`src/rtl/t03_layer_fetch_sched.sv`:
```
// Horizontal-blank fetch scheduler for the P1/P2/TEXT line buffers.
// One memory read outstanding at a time; the ping-pong bank flips only when a whole line has been fetched.
module t03_layer_fetch_sched #(
  parameter int HBLANK_START = 600,
  parameter int DEADLINE     = 790,
  parameter int V_FIRST      = 29,
  parameter int V_LAST       = 798,
  parameter int WORDS        = 4,
  parameter int ADDR_W       = 12
) (
  input  logic              clk,
  input  logic              nrst,
  input  logic [10:0]       Hcnt,
  input  logic [10:0]       Vcnt,
  input  logic [2:0]        layer_en,
  input  logic [ADDR_W-1:0] p1_base,
  input  logic [ADDR_W-1:0] p2_base,
  input  logic [ADDR_W-1:0] txt_base,
  output logic              mem_req,
  output logic [ADDR_W-1:0] mem_addr,
  input  logic              mem_gnt,
  input  logic              mem_rvalid,
  input  logic [31:0]       mem_rdata,
  output logic              lb_we,
  output logic [1:0]        lb_layer,
  output logic [3:0]        lb_idx,
  output logic [31:0]       lb_data,
  output logic              lb_bank,
  output logic              line_ready,
  output logic              underrun,
  input  logic              underrun_clr
);

  typedef enum logic [2:0] {
    S_IDLE  = 3'd0,
    S_REQ   = 3'd1,
    S_WAIT  = 3'd2,
    S_DONE  = 3'd3,
    S_DRAIN = 3'd4
  } state_t;

  localparam logic [10:0] H_TRIG    = 11'(HBLANK_START);
  localparam logic [10:0] H_DEAD    = 11'(DEADLINE);
  localparam logic [10:0] V_LO      = 11'(V_FIRST);
  localparam logic [10:0] V_HI      = 11'(V_LAST);
  localparam logic [3:0]  LAST_WORD = 4'(WORDS - 1);

  state_t            state_q, state_d;
  logic [2:0]        en_q, en_d;
  logic [ADDR_W-1:0] p1_q, p1_d, p2_q, p2_d, txt_q, txt_d;
  logic [1:0]        layer_q, layer_d;
  logic [3:0]        word_q, word_d;

  logic              mem_req_q, mem_req_d;
  logic [ADDR_W-1:0] mem_addr_q, mem_addr_d;
  logic              lb_we_q, lb_we_d;
  logic [1:0]        lb_layer_q, lb_layer_d;
  logic [3:0]        lb_idx_q, lb_idx_d;
  logic [31:0]       lb_data_q, lb_data_d;
  logic              lb_bank_q, lb_bank_d;
  logic              line_ready_q, line_ready_d;
  logic              underrun_q, underrun_d;

  logic              trigger_s, deadline_s, wr_s, miss_s;
  logic [2:0]        first_s, next_s;
  logic [ADDR_W-1:0] base_sel_s;

  // Lowest enabled layer at or above 'from'; bit 2 flags that one exists.
  function automatic logic [2:0] pick_layer(input logic [2:0] en, input logic [1:0] from);
    logic [2:0] r;
    r = 3'b000;
    for (int i = 2; i >= 0; i--) begin
      if (en[i] && (2'(i) >= from)) r = {1'b1, 2'(i)};
    end
    return r;
  endfunction

  assign trigger_s  = (state_q == S_IDLE) && (Hcnt == H_TRIG) && (Vcnt >= V_LO) && (Vcnt <= V_HI);
  assign deadline_s = (Hcnt == H_DEAD);
  assign first_s    = pick_layer(layer_en, 2'd0);
  assign next_s     = pick_layer(en_q, layer_q + 2'd1);

  always_ff @(posedge clk or negedge nrst) begin
    if (!nrst) begin
      state_q      <= S_IDLE;
      en_q         <= 3'b000;
      p1_q         <= {ADDR_W{1'b0}};
      p2_q         <= {ADDR_W{1'b0}};
      txt_q        <= {ADDR_W{1'b0}};
      layer_q      <= 2'd0;
      word_q       <= 4'd0;
      mem_req_q    <= 1'b0;
      mem_addr_q   <= {ADDR_W{1'b0}};
      lb_we_q      <= 1'b0;
      lb_layer_q   <= 2'd0;
      lb_idx_q     <= 4'd0;
      lb_data_q    <= 32'd0;
      lb_bank_q    <= 1'b0;
      line_ready_q <= 1'b0;
      underrun_q   <= 1'b0;
    end else begin
      state_q      <= state_d;
      en_q         <= en_d;
      p1_q         <= p1_d;
      p2_q         <= p2_d;
      txt_q        <= txt_d;
      layer_q      <= layer_d;
      word_q       <= word_d;
      mem_req_q    <= mem_req_d;
      mem_addr_q   <= mem_addr_d;
      lb_we_q      <= lb_we_d;
      lb_layer_q   <= lb_layer_d;
      lb_idx_q     <= lb_idx_d;
      lb_data_q    <= lb_data_d;
      lb_bank_q    <= lb_bank_d;
      line_ready_q <= line_ready_d;
      underrun_q   <= underrun_d;
    end
  end

  always_comb begin
    state_d = state_q;
    en_d    = en_q;
    p1_d    = p1_q;
    p2_d    = p2_q;
    txt_d   = txt_q;
    layer_d = layer_q;
    word_d  = word_q;
    wr_s    = 1'b0;
    miss_s  = 1'b0;
    case (state_q)
      S_IDLE: begin
        if (trigger_s) begin
          en_d    = layer_en;
          p1_d    = p1_base;
          p2_d    = p2_base;
          txt_d   = txt_base;
          word_d  = 4'd0;
          layer_d = first_s[1:0];
          state_d = first_s[2] ? S_REQ : S_DONE;
        end else begin
          state_d = S_IDLE;
        end
      end
      S_REQ: begin
        // A grant in the deadline cycle leaves a read in flight, so it must be drained.
        if (deadline_s) begin
          miss_s  = 1'b1;
          state_d = mem_gnt ? S_DRAIN : S_IDLE;
        end else if (mem_gnt) begin
          state_d = S_WAIT;
        end else begin
          state_d = S_REQ;
        end
      end
      S_WAIT: begin
        if (mem_rvalid) begin
          wr_s = 1'b1;
          if (word_q == LAST_WORD) begin
            word_d  = 4'd0;
            layer_d = next_s[1:0];
            state_d = next_s[2] ? S_REQ : S_DONE;
          end else begin
            word_d  = word_q + 4'd1;
            state_d = S_REQ;
          end
        end else begin
          state_d = S_WAIT;
        end
        // Data landing in the deadline cycle is kept, but the line still counts as missed.
        if (deadline_s) begin
          miss_s  = 1'b1;
          state_d = mem_rvalid ? S_IDLE : S_DRAIN;
        end else begin
          miss_s  = 1'b0;
        end
      end
      S_DONE:  state_d = S_IDLE;
      S_DRAIN: state_d = mem_rvalid ? S_IDLE : S_DRAIN;
      default: state_d = S_IDLE;
    endcase
  end

  always_comb begin
    mem_req_d = (state_d == S_REQ);
    case (layer_d)
      2'd0:    base_sel_s = p1_d;
      2'd1:    base_sel_s = p2_d;
      default: base_sel_s = txt_d;
    endcase
    if (mem_req_d) begin
      mem_addr_d = base_sel_s + ADDR_W'(word_d);
    end else begin
      mem_addr_d = {ADDR_W{1'b0}};
    end
    lb_we_d = wr_s;
    if (wr_s) begin
      lb_layer_d = layer_q;
      lb_idx_d   = word_q;
      lb_data_d  = mem_rdata;
    end else begin
      lb_layer_d = lb_layer_q;
      lb_idx_d   = lb_idx_q;
      lb_data_d  = lb_data_q;
    end
    line_ready_d = (state_q == S_DONE);
    lb_bank_d    = (state_q == S_DONE) ? ~lb_bank_q : lb_bank_q;
    if (miss_s) begin
      underrun_d = 1'b1;
    end else if (underrun_clr) begin
      underrun_d = 1'b0;
    end else begin
      underrun_d = underrun_q;
    end
  end

  assign mem_req    = mem_req_q;
  assign mem_addr   = mem_addr_q;
  assign lb_we      = lb_we_q;
  assign lb_layer   = lb_layer_q;
  assign lb_idx     = lb_idx_q;
  assign lb_data    = lb_data_q;
  assign lb_bank    = lb_bank_q;
  assign line_ready = line_ready_q;
  assign underrun   = underrun_q;

endmodule

```
`config.mk`:
```
export PLATFORM = sky130hd
export DESIGN_NAME = t03_layer_fetch_sched
export DESIGN_NICKNAME = d
export VERILOG_FILES = /design/src/rtl/t03_layer_fetch_sched.sv
export SDC_FILE = /design/constraint.sdc
export NUM_CORES = 1
export LEC_CHECK = 0
export ABC_AREA = 1
export CAP_MARGIN = 20
export CORE_MARGIN = 4
export CORE_UTILIZATION = 51
export CTS_CLUSTER_DIAMETER = 50
export DETAILED_ROUTE_END_ITERATION = 10
export GPL_TIMING_DRIVEN = 0
export HOLD_SLACK_MARGIN = 0.1
export PLACE_DENSITY_LB_ADDON = 0.1
export SLEW_MARGIN = 10
export SYNTH_ARGS = -nofsm -noshare
export SYNTH_HDL_FRONTEND = slang
export SYNTH_SLANG_ARGS = --single-unit
```
`constraint.sdc`:
```
create_clock -name clk -period 9.52 [get_ports clk]
set_input_delay 1.904 -clock clk [delete_from_list [all_inputs] [get_ports clk]]
set_output_delay 1.904 -clock clk [all_outputs]
set_load 0.005 [all_outputs]
```
==> results of run 1 <==
-- worst register-to-register path: stages, from the launching register on --
cell and delay (ps):
dfrtp_1 430, inv_2 80, nand2_4 160, nor2_8 60, nand2_2 100, nor2_4 50, nand3_4 70, buf_2 230
buf_2 280, buf_2 260, buf_2 260, nand2_1 80, a221oi_1 590, ha_1 260, a21oi_1 60, inv_1 60
a31oi_1 30, inv_1 70, nand2_1 50, inv_1 70, nor2_1 70, inv_1 60, nand4_1 200, nor3_4 210
nand4_1 120, nand2_1 80, nor2_1 40
-- registers in the layout, indices dropped and copies added (netlist names), 2 cells and up --
| register | cells |
|---|---|
| lb_data | 32 |
| word_q | 4 |
| lb_layer | 2 |
| state_q | 3 |
| lb_idx | 4 |
| en_q | 3 |
| layer_q | 2 |
| txt_q | 12 |
| p2_q | 12 |
| mem_addr | 12 |
| p1_q | 12 |
-- cells by family after synthesis --
kind of cell / count (synthesis) / synth area share, %
AOI/OAI and AO/OA: 60 / 7.70
xor gates and xnor gates: 4 / 0.686
adders and majority gates: 8 / 2.11
buffers and inverters: 84 / 6.89
DFF: 103 / 50.5
and+or+nand+nor: 347 / 32.1
-- metrics by stage --
step	setup WS (ps)	util (%)	cell area [µm²]	instances	power (mW)
after CTS	3780	71.6	6990	906	1.75
after floorplan	4700	-	5100	606	1.11
after global placement	2810	69.4	6780	890	1.43
after detailed placement	3380	69.6	6810	891	1.47
after global routing	3350	71.6	6990	906	1.87
final	3820	71.6	6990	906	1.74
-- synthesized netlist by cell type (6+ instances only) --
cell type	n
nor2_4	6
a31oi_1	6
o22ai_1	9
nand2_1	254
a21oi_1	10
nand3_2	10
dfrtp_1	103
ha_1	7
o21ai_2	7
inv_2	13
o21ai_0	16
nor2_1	30
clkbuf_1	8
buf_2	7
nand3_1	6
nand2_2	9
inv_1	51
-- power breakdown --
| part | total, mW | leakage, nW | internal, mW | switching, mW |
|---|---|---|---|---|
| combinational | 0.871 | 2.00 | 0.381 | 0.490 |
| clock | 0.270 | 0.0888 | 0.121 | 0.150 |
| sequential | 0.596 | 1.37 | 0.536 | 0.0596 |
-- cell type report --
cell class / instances / area, µm² / area share (%)
Buffer: 18 / 98.8 / 1.41
Tap cell: 133 / 166 / 2.38
Timing Repair Buffer: 152 / 1540 / 22.0
Sequential cell: 103 / 2580 / 36.9
Multi-Input combinational cell: 419 / 2180 / 31.1
Clock buffer: 10 / 128 / 1.82
Clock inverter: 5 / 58.8 / 0.841
Inverter: 66 / 253 / 3.61
-- path summary, 6_finish.rpt --
| check | startpoint | to | cells after the start |
|---|---|---|---|
| max | Vcnt[1] | mem_addr[11] | 27 |
| min | lb_bank | lb_bank | 1 |
| max reg2reg | state_q[2] | mem_addr[11] | 26 |
| min reg2reg | lb_bank | lb_bank | 1 |
| max in group asynchronous | nrst | lb_data[23] | 2 |
| min in group asynchronous | nrst | lb_data[2] | 1 |
-- metal layers --
metal | vias up | wire length (µm)
li1 | 2216 | -
met1 | 2085 | 5370
met2 | 139 | 6470
met3 | 20 | 804
met4 | 0 | 164
met5 | - | 0
==> flow_summary.yaml, run 1 <==
drt:
  ant_nets: 0
  initialDrtViolationCount: 242
  first_pass_iters: 4
  viasPerCell: 4.92
  drc_errors: 0
  via_count: 4460
  wl_per_cell_um: 14.1
  wl_mm: 12.8
floorplan:
  fp.coreArea_um2: 9770
  ios: 153
  die_w_um: 108
  dieHeight_um: 108
  rows: 36
  initial_core_util_pct: 52.2
  die-area_um2: 11700
synthesis:
  ys_ff_latch: 103
  synth_ff_type: "dfrtp_1"
  ys_seq_area_share_pct: 50.5
  yosysWarnings: 0
  synthCells: 606
  syn_area_um2: 5100
  yosys-top-cells-area: "dfrtp_1 50%, nand2_1 19%, inv_1 3.8%"
  synth_edf_count: 0
  async_flop_share_pct: 100
  syn-num-nets: 712
  synth_area_leader_cell: "dfrtp_1"
  synth_cell_type_count: 41
  synth_top_area_share_pct: 50.5
  avgSynthCellArea_um2: 8.42
cells_and_area:
  fillerInstances: 787
  drive_gt1_share_pct: 12.4
  layout_common_cells: "254 x nand2_1, 150 x clkdlybuf4s50_1, 103 x dfrtp_1, 51 x inv_1, 30 x nor2_1"
  layout.nets: 875
  final_common_cell: "nand2_1"
  area_growth_pct: 37.0
  num_antenna_cells: 0
placed_design:
  place.gp.congestion: 0.816
  dpl.hpwl_mm: 9.87
  port_buffers: 151
timing:
  final_hold_viol_count: 0
  rsz0062_at_grt: "no"
  skew_ps: 8.16
  final-setup-viol-count: 0
  timing.final.crit_share_pct: 59.9
  whs_ps: 476
  relSlewSlack_pct: 50.7
  fmax_mhz: 175
  fin_tns_setup_ps: 0
  drv_slew: 0
  min_period_ps: 5700
  tightest_slew_ps: 737
setup_path:
  cp_slowest_stage_delay_ps: 590
  crit_required_ps: 9790
  cp_num_buf_inv: 10
  critPathTopFamily: "buffers and inverters"
  crit_path_frequent_cell: "nand2_1"
  r2r_slack_ps: 5390
  end_kind: "flop"
  worst_setup_path_start_kind: "input pin"
  cp_data_arrival_time_ps: 5970
  crit_slowest_cell: "a221oi_1"
  criticalPathCategory: "input pin to flop"
  cp_max_fo: 10
power_and_ir_drop:
  power_leakage_nw: 3.46
  power.density_nw_per_um2: 248
  ir_drop_mv: 0.124
clocking:
  htree_levels: 3
  insertion_delay_ps: 370
  cts_setup_buffers: 0
  cts_hold_buffers: 0
  cts_buffers: 9
  cts_tree: "built"
  cts_resized: 0
  cts_buffer_depth: 2
  root_buffer: "clkbuf_8"
  clock_sinks: 103
  cts.clk_slew.worst_paths_ps: 90
global_route:
  grt-busiest-layer: "met2"
  grt_pass1_vias: 4554
  met3_usage_pct: 3.58
  grt-ovfl-total: 0
  grt_max_degree: 60
  grt_pass1_wl_mm: 21.3
  grt_antenna_before_repair: 0
  met2_usage_pct: 39.7
  grtUsageTotal_pct: 22.7
  grt_use_met1_pct: 28.7
run_status:
  status: "finished clean"
flow_run:
  max_cap_violations: 0
worst_hold_path:
  hold_path_class: "flop to flop"
Power figures use the tool's default switching activity.
==> inputs of run 2 (changes only) <==
--- a/config.mk
+++ b/config.mk
@@ -8,7 +8,7 @@
 export ABC_AREA = 1
 export CAP_MARGIN = 20
 export CORE_MARGIN = 4
-export CORE_UTILIZATION = 51
+export CORE_UTILIZATION = 43
 export CTS_CLUSTER_DIAMETER = 50
 export DETAILED_ROUTE_END_ITERATION = 10
 export GPL_TIMING_DRIVEN = 0
==> constraint.sdc (replaced) <==
create_clock -name clk -period 4.98 [get_ports clk]
set_input_delay 0.996 -clock clk [delete_from_list [all_inputs] [get_ports clk]]
set_output_delay 0.996 -clock clk [all_outputs]
set_load 0.005 [all_outputs]
==> flow_summary.yaml, run 2 (synthesis gave the netlist of run 1 again) <==
global_route:
  grt_antenna_before_repair: 0
  grt_pass1_wl_mm: 20.5
  grt_max_degree: 70
  grtUsageTotal_pct: 18.9
  grt_pass1_vias: 4373
  grt-ovfl-total: 0
clocking:
  htree_levels: 3
  cts_tree: "built"
  cts_buffers: 9
  clock_sinks: 103
  cts_hold_buffers: 0
  insertion_delay_ps: 340
  root_buffer: "clkbuf_16"
  cts_buffer_depth: 2
  cts.clk_slew.worst_paths_ps: 70
drt:
  wl_per_cell_um: 13.7
  drc_errors: 0
  initialDrtViolationCount: 216
  via_count: 4336
  first_pass_iters: 5
  wl_mm: 12.6
  ant_nets: 0
  viasPerCell: 4.73
power_and_ir_drop:
  p_sw_mw: 1.32
  p_comb_share_pct: 47.6
  power.share.clock_pct: 19.3
  ir_drop_mv: 0.262
  power_leakage_nw: 3.52
  swShare_pct: 38.3
  power_mw: 3.44
  p_int_mw: 2.12
  power.density_nw_per_um2: 484
  sequentialPowerShare_pct: 33.1
cells_and_area:
  final_area_um2: 7110
  largest_reg_flops: 32
  layout_common_cells: "254 x nand2_1, 150 x clkdlybuf4s50_1, 103 x dfrtp_1, 51 x inv_1, 30 x nor2_1"
  area_growth_pct: 39.3
  fillerInstances: 1042
  num_antenna_cells: 0
  layout.nets: 875
  final_common_cell: "nand2_1"
  drive_gt1_share_pct: 12.4
setup_path:
  reg2reg_depth: 28
  criticalPathCategory: "input pin to flop"
  end_kind: "flop"
  crit_required_ps: 5240
  worst_setup_path_start_kind: "input pin"
  cp_data_arrival_time_ps: 4810
  cp_max_fo: 10
timing:
  final-setup-viol-count: 0
  tightest_slew_ps: 674
  rsz0062_at_grt: "no"
  timing.final.crit_share_pct: 91.4
  drv_slew: 0
  fmax_mhz: 220
  whs_ps: 469
  final_hold_viol_count: 0
  relSlewSlack_pct: 54.9
  min_period_ps: 4550
  skew_ps: 8.49
worst_hold_path:
  hold_path_class: "flop to flop"
  min_path_cells: 1
placed_design:
  dpl_cell_area_um2: 6820
  dpl.hpwl_mm: 9.66
  port_buffers: 151
  place.gp.congestion: 0.847
flow_run:
  max_cap_violations: 0
floorplan:
  rows: 39
  ios: 153
  die_w_um: 117
  fp.coreArea_um2: 11500
  initial_core_util_pct: 44.3
  dieHeight_um: 117
  die-area_um2: 13700
run_status:
  status: "finished clean"
## run 2: area by class of cell
type                    instances  area [µm²]  share of cell area (%)
multi-input cells             419        2180                    30.7
plain buffers                  18         101                    1.43
flip-flops and latches        103        2580                    36.2
clock inverters                 2        13.8                   0.194
well taps                     143         179                    2.52
inverters                      66         253                    3.55
clock buffers                  14         264                    3.71
repair buffers                152        1540                    21.7
## run 2: path summary, 6_finish.rpt
kind	from	to	slack, ps
worst min register to register	lb_bank	lb_bank	470
min in group asynchronous	nrst	lb_data[7]	540
max in group asynchronous	nrst	lb_data[17]	3780
worst max register to register	state_q[2]	mem_addr[11]	1110
worst max-delay path	Vcnt[1]	mem_addr[11]	430
worst min-delay path	lb_bank	lb_bank	470
## run 2: power by group through the flow
stage | clock, mW | sequential, mW | combinational [mW]
CTS | 0.685 | 1.14 | 1.66
global route | 0.721 | 1.16 | 1.85
detailed placement | 0 | 1.16 | 1.65
global placement | 0 | 1.15 | 1.61
floorplan | 0 | 1.16 | 0.970
finish | 0.664 | 1.14 | 1.64
## run 2: metrics by stage
stage	setup slack, ps	util, %	TNS [ps]	instances
4_1_cts	196	61.7	0	917
5_1_grt	31.5	61.7	0	917
3_5_place_dp	-126	59.3	-315	901
2_1_floorplan	1070	-	0	606
6_report	430	61.7	0	917
3_3_place_gp	-946	59.0	-96840	900
## run 2: worst max-delay path, cell delays in order
cell	delay [ps]
clkdlybuf4s50_1	480
inv_1	50
nor2_1	100
nand2_1	50
nand2_1	60
nand2_1	110
nand3_4	120
buf_2	220
clkbuf_4	260
buf_2	240
buf_2	250
nand2_1	90
a31oi_1	230
ha_1	320
a21oi_1	160
inv_1	50
a31oi_1	140
inv_1	70
nand2_1	50
inv_1	50
nor2_1	170
inv_1	60
nand4_1	170
nor3_4	70
nand4_1	80
nand2_1	60
nor2_1	100
## run 2: routing by layer
metal  track usage (%)  up-vias  routed length (µm)
li1                  -     2213                   -
met1              24.9     1995                5690
met2              31.2      115                5990
met3              3.60       13                 667
met4              6.96        0                 201
met5                 0        -                   0
## run 2: timing repair
| item | 4_1_cts | 5_1_grt |
|---|---|---|
| hold endpoints to repair | 0 | 0 |
| setup endpoints to repair | 0 | 4 |
| buffers inserted | 0 | 0 |
| resized for setup | 0 | 2 |
==> inputs of run 3 (changes only) <==
--- a/config.mk
+++ b/config.mk
@@ -9,11 +9,12 @@
 export CAP_MARGIN = 20
 export CORE_MARGIN = 4
 export CORE_UTILIZATION = 43
-export CTS_CLUSTER_DIAMETER = 50
+export CTS_CLUSTER_DIAMETER = 80
 export DETAILED_ROUTE_END_ITERATION = 10
 export GPL_TIMING_DRIVEN = 0
 export HOLD_SLACK_MARGIN = 0.1
 export PLACE_DENSITY_LB_ADDON = 0.1
+export SKIP_LAST_GASP = 1
 export SLEW_MARGIN = 10
 export SYNTH_ARGS = -nofsm -noshare
 export SYNTH_HDL_FRONTEND = slang
==> results of run 3 <==
No change in the layout: final DEF, timing and power equal those of run 2.
